<file path="src/rtl/vga_pkg.sv">
// Shared types and the per-channel stepping function for the VGA colour fader.
// Pure declarations: no state, no latency, no flow control.
package vga_pkg;

   localparam int COLOR_W = 24;
   localparam int CH_W    = 8;

   typedef struct packed {
      logic [CH_W-1:0] r;
      logic [CH_W-1:0] g;
      logic [CH_W-1:0] b;
   } rgb_t;

   typedef enum logic [1:0] {
      ST_IDLE,
      ST_FADE,
      ST_HOLD
   } fader_state_t;

   // One ramp step of at most 'step' toward 'tgt'; the 9-bit math clamps at the target, so it never wraps.
   function automatic logic [CH_W-1:0] step_ch(input logic [CH_W-1:0] cur,
                                                 input logic [CH_W-1:0] tgt,
                                                 input logic [CH_W-1:0] step);
      logic [CH_W:0] nxt;
      nxt = {1'b0, cur};
      if (cur < tgt) begin
         nxt = {1'b0, cur} + {1'b0, step};
         if (nxt > {1'b0, tgt}) begin
            nxt = {1'b0, tgt};
         end
      end else if (cur > tgt) begin
         if (({1'b0, cur} - {1'b0, tgt}) > {1'b0, step}) begin
            nxt = {1'b0, cur} - {1'b0, step};
         end else begin
            nxt = {1'b0, tgt};
         end
      end
      return CH_W'(nxt);
   endfunction

endpackage

</file>
<file path="src/rtl/sync_fifo.sv">
// Single-clock FIFO with registered pointers and count; read data is the head, visible combinationally.
// Push is ignored when full, pop is ignored when empty; clr empties the queue and beats a same-cycle push.
module sync_fifo #(
   parameter int WIDTH = 24,
   parameter int DEPTH = 4,
   localparam int AW   = $clog2(DEPTH)
) (
   input  logic             clk,
   input  logic             rstn,
   input  logic             clr,
   input  logic             push,
   input  logic [WIDTH-1:0] wdata,
   input  logic             pop,
   output logic [WIDTH-1:0] rdata,
   output logic             full,
   output logic             empty,
   output logic [AW:0]      count
);

   logic [WIDTH-1:0] mem [DEPTH];
   logic [AW-1:0]    wr_ptr_q, wr_ptr_d;
   logic [AW-1:0]    rd_ptr_q, rd_ptr_d;
   logic [AW:0]      count_q, count_d;
   logic             push_ok, pop_ok;

   assign full    = (count_q == (AW+1)'(DEPTH));
   assign empty   = (count_q == '0);
   assign count   = count_q;
   assign rdata   = mem[rd_ptr_q];
   assign push_ok = push && !full && !clr;
   assign pop_ok  = pop && !empty && !clr;

   always_comb begin
      wr_ptr_d = wr_ptr_q;
      rd_ptr_d = rd_ptr_q;
      count_d  = count_q;
      if (clr) begin
         wr_ptr_d = '0;
         rd_ptr_d = '0;
         count_d  = '0;
      end else begin
         if (push_ok) wr_ptr_d = wr_ptr_q + AW'(1);
         if (pop_ok)  rd_ptr_d = rd_ptr_q + AW'(1);
         if (push_ok && !pop_ok)      count_d = count_q + (AW+1)'(1);
         else if (pop_ok && !push_ok) count_d = count_q - (AW+1)'(1);
      end
   end

   always_ff @(posedge clk or negedge rstn) begin
      if (!rstn) begin
         wr_ptr_q <= '0;
         rd_ptr_q <= '0;
         count_q  <= '0;
      end else begin
         wr_ptr_q <= wr_ptr_d;
         rd_ptr_q <= rd_ptr_d;
         count_q  <= count_d;
      end
   end

   always_ff @(posedge clk) begin
      if (push_ok) mem[wr_ptr_q] <= wdata;
   end

endmodule

</file>
<file path="src/rtl/vga_color_fader.sv">
// Frame-synchronous colour ramp feeding obj_color: queued targets are faded STEP per frame_tick, then held.
// obj_color changes only the cycle after frame_tick; tgt_ready = !full. FADER_FLUSH_EN adds a flush input.
module vga_color_fader
   import vga_pkg::*;
#(
   parameter int                 STEP        = 8,
   parameter int                 FIFO_DEPTH  = 4,
   parameter int                 HOLD_FRAMES = 60,
   parameter logic [COLOR_W-1:0] INIT_COLOR  = 24'h000000
) (
   input  logic               vga_clk,
   input  logic               rstn,
   input  logic [COLOR_W-1:0] tgt_color,
   input  logic               tgt_valid,
   output logic               tgt_ready,
   input  logic               frame_tick,
   output logic [COLOR_W-1:0] obj_color,
   output logic               busy
`ifdef FADER_FLUSH_EN
   ,
   input  logic               flush
`endif
);

   localparam int            AW        = $clog2(FIFO_DEPTH);
   localparam int            HW        = (HOLD_FRAMES > 1) ? $clog2(HOLD_FRAMES + 1) : 1;
   localparam logic [HW-1:0] HOLD_INIT = HW'(HOLD_FRAMES);
   localparam logic [CH_W-1:0] STEP_C  = CH_W'(STEP);

   fader_state_t       state_q, state_d;
   rgb_t               color_q, color_d;
   rgb_t               tgt_q, tgt_d;
   rgb_t               stepped;
   logic [HW-1:0]      hold_q, hold_d;
   logic               busy_q, busy_d;
   logic               flush_w;
   logic               push, pop;
   logic               fifo_full, fifo_empty;
   logic [COLOR_W-1:0] fifo_rdata;
   logic [AW:0]        fifo_count, count_nxt;

`ifdef FADER_FLUSH_EN
   assign flush_w = flush;
`else
   assign flush_w = 1'b0;
`endif

   assign tgt_ready = !fifo_full && !flush_w;
   assign push      = tgt_valid && tgt_ready;
   assign pop       = (state_q == ST_IDLE) && !fifo_empty && !flush_w;
   assign obj_color = color_q;
   assign busy      = busy_q;

   sync_fifo #(
      .WIDTH (COLOR_W),
      .DEPTH (FIFO_DEPTH)
   ) u_fifo (
      .clk   (vga_clk),
      .rstn  (rstn),
      .clr   (flush_w),
      .push  (push),
      .wdata (tgt_color),
      .pop   (pop),
      .rdata (fifo_rdata),
      .full  (fifo_full),
      .empty (fifo_empty),
      .count (fifo_count)
   );

   always_comb begin
      stepped.r = step_ch(color_q.r, tgt_q.r, STEP_C);
      stepped.g = step_ch(color_q.g, tgt_q.g, STEP_C);
      stepped.b = step_ch(color_q.b, tgt_q.b, STEP_C);
   end

   always_comb begin
      state_d = state_q;
      color_d = color_q;
      tgt_d   = tgt_q;
      hold_d  = hold_q;
      if (flush_w) begin
         state_d = ST_IDLE;
         hold_d  = '0;
      end else begin
         case (state_q)
            ST_IDLE: begin
               if (!fifo_empty) begin
                  tgt_d   = rgb_t'(fifo_rdata);
                  state_d = ST_FADE;
               end
            end
            ST_FADE: begin
               if (frame_tick) begin
                  color_d = stepped;
                  if (stepped == tgt_q) begin
                     if (HOLD_FRAMES == 0) begin
                        state_d = ST_IDLE;
                     end else begin
                        state_d = ST_HOLD;
                        hold_d  = HOLD_INIT;
                     end
                  end
               end
            end
            ST_HOLD: begin
               if (frame_tick) begin
                  hold_d = hold_q - HW'(1);
                  if (hold_q == HW'(1)) state_d = ST_IDLE;
               end
            end
            default: state_d = ST_IDLE;
         endcase
      end
   end

   // busy is registered from next-state values so it tracks state and queue occupancy without lag.
   always_comb begin
      count_nxt = fifo_count;
      if (flush_w)           count_nxt = '0;
      else if (push && !pop) count_nxt = fifo_count + (AW+1)'(1);
      else if (pop && !push) count_nxt = fifo_count - (AW+1)'(1);
      busy_d = (state_d != ST_IDLE) || (count_nxt != '0);
   end

   always_ff @(posedge vga_clk or negedge rstn) begin
      if (!rstn) begin
         state_q <= ST_IDLE;
         color_q <= rgb_t'(INIT_COLOR);
         tgt_q   <= rgb_t'(INIT_COLOR);
         hold_q  <= '0;
         busy_q  <= 1'b0;
      end else begin
         state_q <= state_d;
         color_q <= color_d;
         tgt_q   <= tgt_d;
         hold_q  <= hold_d;
         busy_q  <= busy_d;
      end
   end

endmodule
</file>
<file path="config.mk">
export PLATFORM = sky130hd
export DESIGN_NAME = vga_color_fader
export DESIGN_NICKNAME = d
export VERILOG_FILES = /design/src/rtl/vga_pkg.sv /design/src/rtl/sync_fifo.sv /design/src/rtl/vga_color_fader.sv
export SDC_FILE = /design/constraint.sdc
export NUM_CORES = 1
export LEC_CHECK = 0
export BUFFER_PORTS_ARGS = -buffer_cell sky130_fd_sc_hd__buf_2
export CORE_MARGIN = 2
export CORE_UTILIZATION = 49
export CTS_CLUSTER_DIAMETER = 50
export DETAILED_ROUTE_END_ITERATION = 16
export GPL_TIMING_DRIVEN = 0
export MAX_ROUTING_LAYER = met4
export PLACE_DENSITY = 0.66
export SYNTH_ARGS = -nofsm -noshare
export SYNTH_HDL_FRONTEND = slang
export SYNTH_SLANG_ARGS = --single-unit
</file>
<file path="constraint.sdc">
create_clock -name vga_clk -period 9.84 [get_ports vga_clk]
set_input_delay 0.984 -clock vga_clk [delete_from_list [all_inputs] [get_ports vga_clk]]
set_output_delay 0.984 -clock vga_clk [all_outputs]
set_load 0.005 [all_outputs]
</file>
==> run metrics, run 1 <==
endpoint class of the critical path flip-flop; maximum clock frequency 0.227 GHz; status finished, final reports clean; Startpoint Class flip-flop; fin crit period 4.41 ns; Post-synth EDFFs 96; final antenna-violating net count 0; cell count after placement 1,266; port bufs 53; Synth cell types 84; final hold vios 0; TNS Setup 0 ns; async set-or-reset flop fraction in the synthesized netlist 0.400; Non-Filler Instances 1,299; largest net degree at the start of global routing 65; die height 146 um; worst slack, placed 5.52 ns; fin worst setup slack 5.43 ns; global route total overflow 0; CTS Buf Count 17; post-CTS setup buffer count 0; Vias/cell 6.08; # IOs 54; drt first pass iters 9; Die X 146 um; worst-path cell with the longest stage delay a211oi_1; area of the core 20,000 um2; hpwl dp 18.1 mm; Mapped Cells 943; DR iter-0 viols 751; layout cells sized above 1 0.128; Final Max Slew Viols 0; CTS Buffer Depth 2; period utilization 0.448; initial antenna violation count 2; area delta synth->final 11.6%; Ys Warns 0; root buffer cell clkbuf_16; crit path kind flip-flop to flip-flop; clock slew at reported path FFs 0.06 ns; Overall Global Routing Usage 0.240; crit-path max cell delay 0.71 ns; part of the Yosys area used for sequential elements 0.453; DR vias 7,896; NumNets Final 1,102; die area 21,400 um2; endpoints failing setup 0; Min-Delay Path Class flip-flop to flip-flop; post-synthesis net count 1,030; Num Clock Sinks 160; vias in the first global route 7,480; CTS tree yes; Final Skew 0.0155 ns; RSZ-0062 raised after global routing no; synthesized area per cell 10.5 um2; CTS Hold Bufs 0; H-tree Lvls 4; Main synth FF type edfxtp_1; drc violations 0; flop-to-flop setup slack 5.43 ns; FF+latch count, synth 160; global-route wire length before repair 39.5 mm; row cnt 52; WP data arrival 4.68 ns; final wirelength 24.3 mm; crit path max fanout 9; CP cell instances inv_1, ha_1, ha_1, nand4_1, a211oi_1, o41ai_1, a211oi_1, o221ai_1, a2111o_1, nor4_4, and3_1, a221oi_1; Clk Latency, worst-skew pair 0.42 ns; Mapped Area 9910 um2; Resize count post-CTS 0; CP Data Required Time 10.11 ns; Slew @ Worst Pin 1.25 ns; wire length per cell 18.7 um; max-cap violation count 0; Worst slew margin 0.168; gp weighted congestion 0.960; Starting Density 0.495
## stage by stage
| step | util | area [um2] | hold slack, ns |
|---|---|---|---|
| global placement | 0.525 | 10500 | 0.500 |
| floorplan | - | 9910 | 0.481 |
| global route | 0.552 | 11100 | 0.576 |
| CTS | 0.552 | 11100 | 0.536 |
| detailed placement | 0.525 | 10500 | 0.517 |
| finish | 0.552 | 11100 | 0.530 |
## state kept, by name, summed over array words and instances (netlist names)
register / cells
u_fifo.mem: 96
obj_color: 24
tgt_q: 24
hold_q: 6
u_fifo.count: 3
state_q: 2
u_fifo.rd_ptr_q: 2
u_fifo.wr_ptr_q: 2
busy: 1
## layout by cell type, fill, tap and decap left out, types with 8 or more instances in the layout
master,count
edfxtp_1,96
nand2_1,84
o21ai_0,76
dfrtp_1,64
ha_1,58
inv_1,57
buf_2,54
a21oi_1,53
nor2_1,47
clkbuf_1,31
nand3_1,30
xnor2_1,24
mux4_2,24
xor2_1,21
nor3_1,20
a211oi_1,17
clkbuf_16,17
and3_1,13
nor2b_1,13
nand2b_1,12
o211ai_1,12
a31oi_1,10
nand4_1,10
o221ai_1,8
or3_1,8
mux2_2,8
## Yosys cell counts (all sizes together), types with 11 or more instances
| cell | n | area, um2 |
|---|---|---|
| and3 | 13 | 81.3 |
| xor2 | 21 | 184 |
| xnor2 | 24 | 210 |
| clkbuf | 29 | 109 |
| nand2 | 84 | 315 |
| nand4 | 11 | 75.1 |
| edfxtp | 96 | 2880 |
| a21oi | 53 | 265 |
| nor2b | 13 | 81.3 |
| dfrtp | 64 | 1600 |
| ha | 58 | 726 |
| o21ai | 77 | 385 |
| o211ai | 12 | 90.1 |
| nor2 | 47 | 176 |
| nor3 | 20 | 100 |
| mux4 | 24 | 541 |
| inv | 57 | 214 |
| nand3 | 30 | 150 |
| a211oi | 18 | 148 |
| nand2b | 12 | 75.1 |
## area by class of cell
type | count | area, um2
clock inverters | 12 | 109
plain buffers | 36 | 145
multi-input cells | 690 | 5070
clock buffers | 19 | 433
fillers | 1776 | 8980
repair buffers | 53 | 268
flip-flops and latches | 160 | 4480
well taps | 270 | 338
inverters | 57 | 214
diodes | 2 | 5.00
## critical path: cells and delay by family (launching register included)
kind	cells	cell delay, ns
AO/OA/AOI/OAI	6	2.06
adder cells (fa/ha/maj)	2	0.79
buffers and inverters	1	0.19
flip-flops	1	0.54
AND/OR/NAND/NOR	3	0.68
## kinds of logic (layout without fill, tap and decap cells)
kind of cell | count (synthesis) | count (layout) | synth area share
compound gates | 273 | 273 | 0.186
xor+xnor | 45 | 45 | 0.0398
fa+ha+maj | 59 | 59 | 0.0753
buf+inv | 93 | 177 | 0.0362
flops | 160 | 160 | 0.453
mux | 38 | 38 | 0.0697
other cells | 0 | 2 | 0
simple gates | 275 | 275 | 0.141
## per-layer routing
layer,share of wire,GRT usage
met5,0,-
met4,0.011,0.0510
met3,0.063,0.0406
met2,0.47,0.374
met1,0.46,0.334
## final timing paths
path,startpoint,to,depth (start not counted)
worst min-delay path,hold_q[5]$_DFFE_PN0P_,hold_q[5]$_DFFE_PN0P_,2
worst min register to register,hold_q[5]$_DFFE_PN0P_,hold_q[5]$_DFFE_PN0P_,2
worst max-delay path,obj_color[19]$_DFFE_PN0P_,hold_q[1]$_DFFE_PN0P_,12
max in group asynchronous,rstn,obj_color[19]$_DFFE_PN0P_,1
worst max register to register,obj_color[19]$_DFFE_PN0P_,hold_q[1]$_DFFE_PN0P_,12
min in group asynchronous,rstn,obj_color[8]$_DFFE_PN0P_,1
Power of run 1 is left out: the tool's default activity adds up to more than one toggle a clock period on the data nets, which glitch-free logic cannot reach.
==> run 2, diff against run 1 <==
Settings changed: PLACE_DENSITY 0.66 to 0.69.
Clock period 9.84 ns to 3.6 ns, I/O delays scaled along.
==> run 2 against run 1 <==
  * The flow now finishes with violations (setup timing)
  * Largest cell class unchanged
  * Final area is 9.6% higher
  * Utilization is 5.3 points higher
  * Critical path depth is 3 higher
  * Die area stayed put
  * Count of clock-buffer cells in the layout is 2 lower
  * Highest routed layer unchanged
  * Sequential cell count stayed put
  * Register-to-register slack worse by 5.5 ns
  * Maximum frequency is 21% higher
  * Non-clock buffer count is 39 higher
  * First-iteration DRC count is 0.67% lower
  * Clock skew is 0.0069 ns lower
==> run metrics, run 2 (synthesized netlist as in run 1, its figures left out) <==
largest net degree at the start of global routing 65 (unchanged); final wirelength 25.9 mm (+6.4%); area delta synth->final 22.3%; vias in the first global route 7,739 (+3.5%); fin crit period 3.63 ns (-0.774 ns); layout cells sized above 1 0.273 (+0.145); CTS tree yes; max-cap violation count 0 (unchanged); endpoint class of the critical path flip-flop; area of the core 20,000 um2 (unchanged); die area 21,400 um2 (unchanged); CP startpoint obj_color[3]$_DFFE_PN0P_; initial antenna violation count 2 (unchanged); clock slew at reported path FFs 0.07 ns (about the same); most frequent cells in the layout edfxtp_1, nand2_1, o21ai_0, buf_2; Starting Density 0.495 (unchanged); WP data arrival 3.98 ns (-0.70 ns); maximum clock frequency 0.275 GHz (+21%); final antenna-violating net count 0 (unchanged); drc violations 0 (unchanged); DR vias 8,207 (+3.9%); crit-path max cell delay 0.50 ns (-0.21 ns); flop-to-flop setup slack -0.03 ns (-5.47 ns); wire length per cell 19.3 um (+3.3%); die height 146 um (unchanged); DR iter-0 viols 746 (-0.67%); worst-path cell with the longest stage delay or4_1; global-route wire length before repair 40.7 mm (+3.0%); final hold vios 0 (unchanged); crit path kind flip-flop to flip-flop; Filler Cell Count 1,635 (-7.9%); row cnt 52 (unchanged); CTS Buffer Depth 2 (unchanged); hpwl dp 17.9 mm (-1.2%); NumNets Final 1,141 (+3.5%); fin worst setup slack -0.0331 ns (-5.47 ns); RSZ-0062 raised after global routing yes; delay-heaviest family, CP simple AND/OR/NAND/NOR gates; CP cell instances ha_4, nand3_4, xor2_4, inv_2, ha_4, o21ai_2, a22oi_2, o211ai_1, nand4bb_1, o211ai_1, or4_1, a2111o_1, nor4_4, nand4_2, a22oi_2; commonest non-fill, non-tap cell in the layout edfxtp_1; drt first pass iters 6 (-3); status complete, but fails checks; failing checks setup timing; CP Data Required Time 3.95 ns (-6.16 ns); global route total overflow 0 (unchanged); Startpoint Class flip-flop; Worst R2R Start obj_color[3]$_DFFE_PN0P_; root buffer cell clkbuf_16; TNS Setup -0.115 ns (-0.115 ns); Final Max Slew Viols 0 (unchanged); Num Clock Sinks 160 (unchanged); Worst slew margin 0.131 (-0.0368); gp weighted congestion 0.964 (+0.34%); Die X 146 um (unchanged); period utilization 1.01 (+0.561); reg-to-reg endpoint state_q[1]$_DFF_PN0_; number of flip-flops in the largest register 96 (unchanged); Critical Path Stages 15 (+3); Clk Latency, worst-skew pair 0.43 ns (about the same); # IOs 54 (unchanged); Final Skew 0.00861 ns (-0.00686 ns); CTS Buf Count 17 (unchanged); crit path max fanout 5 (-4); CP endpoint state_q[1]$_DFF_PN0_; Slew @ Worst Pin 1.30 ns (+0.0552 ns); Largest Register u_fifo.mem; port bufs 53 (unchanged); Min-Delay Path Class primary input to async pin; Overall Global Routing Usage 0.248 (+0.00781); Vias/cell 6.13 (+0.83%); worst-case reg-to-reg path depth 15 (+3); CP bufs+invs 1 (unchanged); H-tree Lvls 4 (unchanged); endpoints failing setup 4 (+4)
[run 2: changes by cell type in the layout (fill, tap and decap cells not counted), moves of 6 or more]
cell,previous run,this run
buf_4,1,41
ha_1,58,40
dfrtp_1,64,50
dfrtp_2,0,14
clkbuf_1,31,18
inv_1,57,44
ha_4,0,12
inv_2,0,10
a211oi_1,17,10
o21ai_0,76,69
ha_2,0,6
xor2_1,21,15
[run 2: per-layer routing]
| layer | share of wire | vias up | global-route usage |
|---|---|---|---|
| met5 | 0 | - | - |
| met4 | 0.029 | 0 | 0.0811 |
| met3 | 0.071 | 72 | 0.0450 |
| met2 | 0.46 | 356 | 0.377 |
| li1 | - | 3825 | - |
| met1 | 0.44 | 3954 | 0.339 |
[run 2: cell type report]
type / count / area (um2) / area share
Timing Repair Buffer: 94 / 587 / 0.0484
Inverter: 57 / 221 / 0.0183
Clock inverter: 15 / 213 / 0.0175
Tap cell: 270 / 338 / 0.0279
Antenna cell: 2 / 5.00 / 0.000413
Buffer: 34 / 168 / 0.0138
Multi-Input combinational cell: 690 / 5660 / 0.467
Sequential cell: 160 / 4500 / 0.371
Clock buffer: 17 / 425 / 0.0351
[run 2: timing repair]
action	CTS	global route
cloned	0	0
hold buffers	0	0
endpoints found under the setup margin	18	13
resized for setup	96	65
pin swaps	31	15
buffers inserted	30	12
[run 2: per-stage QoR]
step	setup WS, ns	instances	instance area (um2)	utilization	hold slack [ns]
finish	-0.0331	1339	12100	0.605	0.0271
global route	-0.152	1339	12100	0.605	0.101
CTS	0.0105	1327	11800	0.588	0.0665
detailed placement	-0.823	1266	10500	0.525	0.504
global placement	-0.757	1266	10500	0.525	0.501
floorplan	0.0668	943	9910	-	0.0644
[run 2: worst min-delay path by stage]
stage                          start                   endpoint
2_1_floorplan                   rstn             busy$_DFF_PN0_
3_3_place_gp   hold_q[5]$_DFFE_PN0P_      hold_q[5]$_DFFE_PN0P_
3_5_place_dp   hold_q[5]$_DFFE_PN0P_      hold_q[5]$_DFFE_PN0P_
4_1_cts                         rstn  obj_color[15]$_DFFE_PN0P_
5_1_grt                         rstn  obj_color[15]$_DFFE_PN0P_
6_report                        rstn  obj_color[15]$_DFFE_PN0P_
Power of run 2 is left out for the same reason.
==> run 3, diff against run 2 <==
Settings changed: PLACE_DENSITY 0.69 to 0.66.
Clock period 3.6 ns to 3.9 ns, I/O delays scaled along.
==> run 3 against run 2 <==
  * The flow now finishes without violations
  * Worst hold slack better by 0.038 ns
  * First-iteration DRC count down 1.3%
  * Wire length down 2.6%
  * Sequential share of layout area up 1.8 points
  * Count of clock-buffer cells in the layout up 2
  * Non-clock buffer count down 16
  * Register-to-register slack better by 0.09 ns
  * Global-route usage down 0.52 points
==> run metrics, run 3 (synthesized netlist as in run 1, its figures left out) <==
H-tree Lvls 4 (unchanged); # IOs 54 (unchanged); worst-path cell with the longest stage delay dfrtp_2; Overall Global Routing Usage 0.242 (-0.00518); largest net degree at the start of global routing 65 (unchanged); CP Data Required Time 4.24 ns (+0.29 ns); Non-Filler Instances 1,322 (-1.3%); root buffer cell clkbuf_16; status finished, final reports clean; layout cells sized above 1 0.203 (-0.0699); final wirelength 25.2 mm (-2.6%); reg-to-reg endpoint state_q[1]$_DFF_PN0_; vias in the first global route 7,553 (-2.4%); Starting Density 0.495 (unchanged); period utilization 0.986 (-0.0227); RSZ-0062 raised after global routing yes; Worst R2R Start obj_color[20]$_DFFE_PN0P_; maximum clock frequency 0.260 GHz (-5.6%); number of flip-flops in the largest register 96 (unchanged); Die X 146 um (unchanged); Final Max Slew Viols 0 (unchanged); row cnt 52 (unchanged); max-cap violation count 0 (unchanged); DR iter-0 viols 736 (-1.3%); cell count after placement 1,266 (unchanged); drt first pass iters 8 (+2); area of the core 20,000 um2 (unchanged); fin crit period 3.85 ns (+0.214 ns); gp weighted congestion 0.960 (-0.34%); CP cell instances and3_4, xor2_4, ha_1, nand4_1, a211oi_4, o41ai_4, a211oi_4, buf_4, o221ai_1, a2111o_1, nor4_4, buf_4, nand4_4, a22oi_2; flop-to-flop setup slack 0.05 ns (+0.09 ns); commonest non-fill, non-tap cell in the layout edfxtp_1; die area 21,400 um2 (unchanged); initial antenna violation count 2 (unchanged); most frequent cells in the layout edfxtp_1, nand2_1, o21ai_0, buf_2; die height 146 um (unchanged); Min Hold Slack 0.0647 ns (+0.0376 ns); hpwl dp 18.1 mm (+1.2%); CTS Buffer Depth 2 (unchanged); CTS tree yes; clock slew at reported path FFs 0.06 ns (about the same); wire length per cell 19.1 um (-1.3%); Slew @ Worst Pin 1.25 ns (-0.0523 ns); DR vias 8,040 (-2.0%); Largest Register u_fifo.mem; Clk Latency, worst-skew pair 0.42 ns (about the same); endpoint class of the critical path flip-flop; final antenna-violating net count 0 (unchanged); Worst slew margin 0.166 (+0.0349); Num Clock Sinks 160 (unchanged); Min-Delay Path Class primary input to async pin; global route total overflow 0 (unchanged); CTS Buf Count 17 (unchanged); crit-path max cell delay 0.50 ns (about the same); crit path max fanout 7 (+2); global-route wire length before repair 39.9 mm (-1.8%); Final Skew 0.0129 ns (+0.00432 ns); NumNets Final 1,125 (-1.4%); port bufs 53 (unchanged); endpoints failing setup 0 (-4); crit path kind flip-flop to flip-flop; drc violations 0 (unchanged); worst-case reg-to-reg path depth 14 (-1); final hold vios 0 (unchanged); Vias/cell 6.08 (-0.78%); WP data arrival 4.19 ns (+0.21 ns); area delta synth->final 16.6%; Startpoint Class flip-flop; CTS Hold Bufs 0 (unchanged)
[run 3: how the worst max path moves through the flow]
stage                                          from               endpoint  slack, ns  cells past startpoint
final                     obj_color[20]$_DFFE_PN0P_   state_q[1]$_DFF_PN0_       0.05                     14
after global routing      obj_color[13]$_DFFE_PN0P_   state_q[1]$_DFF_PN0_      -0.08                     14
after CTS                 obj_color[13]$_DFFE_PN0P_  hold_q[1]$_DFFE_PN0P_       0.02                     14
after detailed placement  obj_color[19]$_DFFE_PN0P_  hold_q[1]$_DFFE_PN0P_      -0.42                     12
after global placement    obj_color[19]$_DFFE_PN0P_  hold_q[1]$_DFFE_PN0P_      -0.46                     12
after floorplan           obj_color[19]$_DFFE_PN0P_  hold_q[1]$_DFFE_PN0P_       0.37                     13
[run 3: timing repair]
item                       4_1_cts  5_1_grt
resized for setup               16       69
pin swaps                        3       22
setup endpoints to repair        9       12
setup buffers                    3       20
[run 3: layout make-up]
cell class                 count  area, um2
antenna                        2       5.00
buffer                        36        155
clock buffer                  19        433
clock inverter                12        109
fill                        1734       8490
inverter                      57        221
multi-input combinational    690       5340
sequential                   160       4500
tap                          270        338
timing repair buffer          76        453
[run 3: worst max-delay path, delay by kind of cell (launching register included)]
kind,cells,cell delay [ns]
AOI/OAI and AO/OA,6,1.63
and+or+nand+nor,4,0.82
DFF,1,0.50
buffers and inverters,2,0.35
adders and majority gates,1,0.31
xor gates and xnor gates,1,0.16
[run 3: through the flow]
| stage | setup slack [ns] | instance area [um2] | util | setup TNS [ns] |
|---|---|---|---|---|
| floorplan | 0.367 | 9910 | - | 0 |
| global placement | -0.463 | 10500 | 0.525 | -3.06 |
| detailed placement | -0.419 | 10500 | 0.525 | -2.80 |
| CTS | 0.0208 | 11100 | 0.556 | 0 |
| global route | -0.0832 | 11500 | 0.576 | -0.174 |
| finish | 0.0527 | 11500 | 0.576 | 0 |
[run 3: routing by layer]
metal	vias to the layer above	routed length, um	GRT usage
li1	3800	-	-
met1	3894	11500	0.339
met2	311	11800	0.381
met3	35	1620	0.0372
met4	0	352	0.0505
met5	-	0	-
Power of run 3 is left out for the same reason.
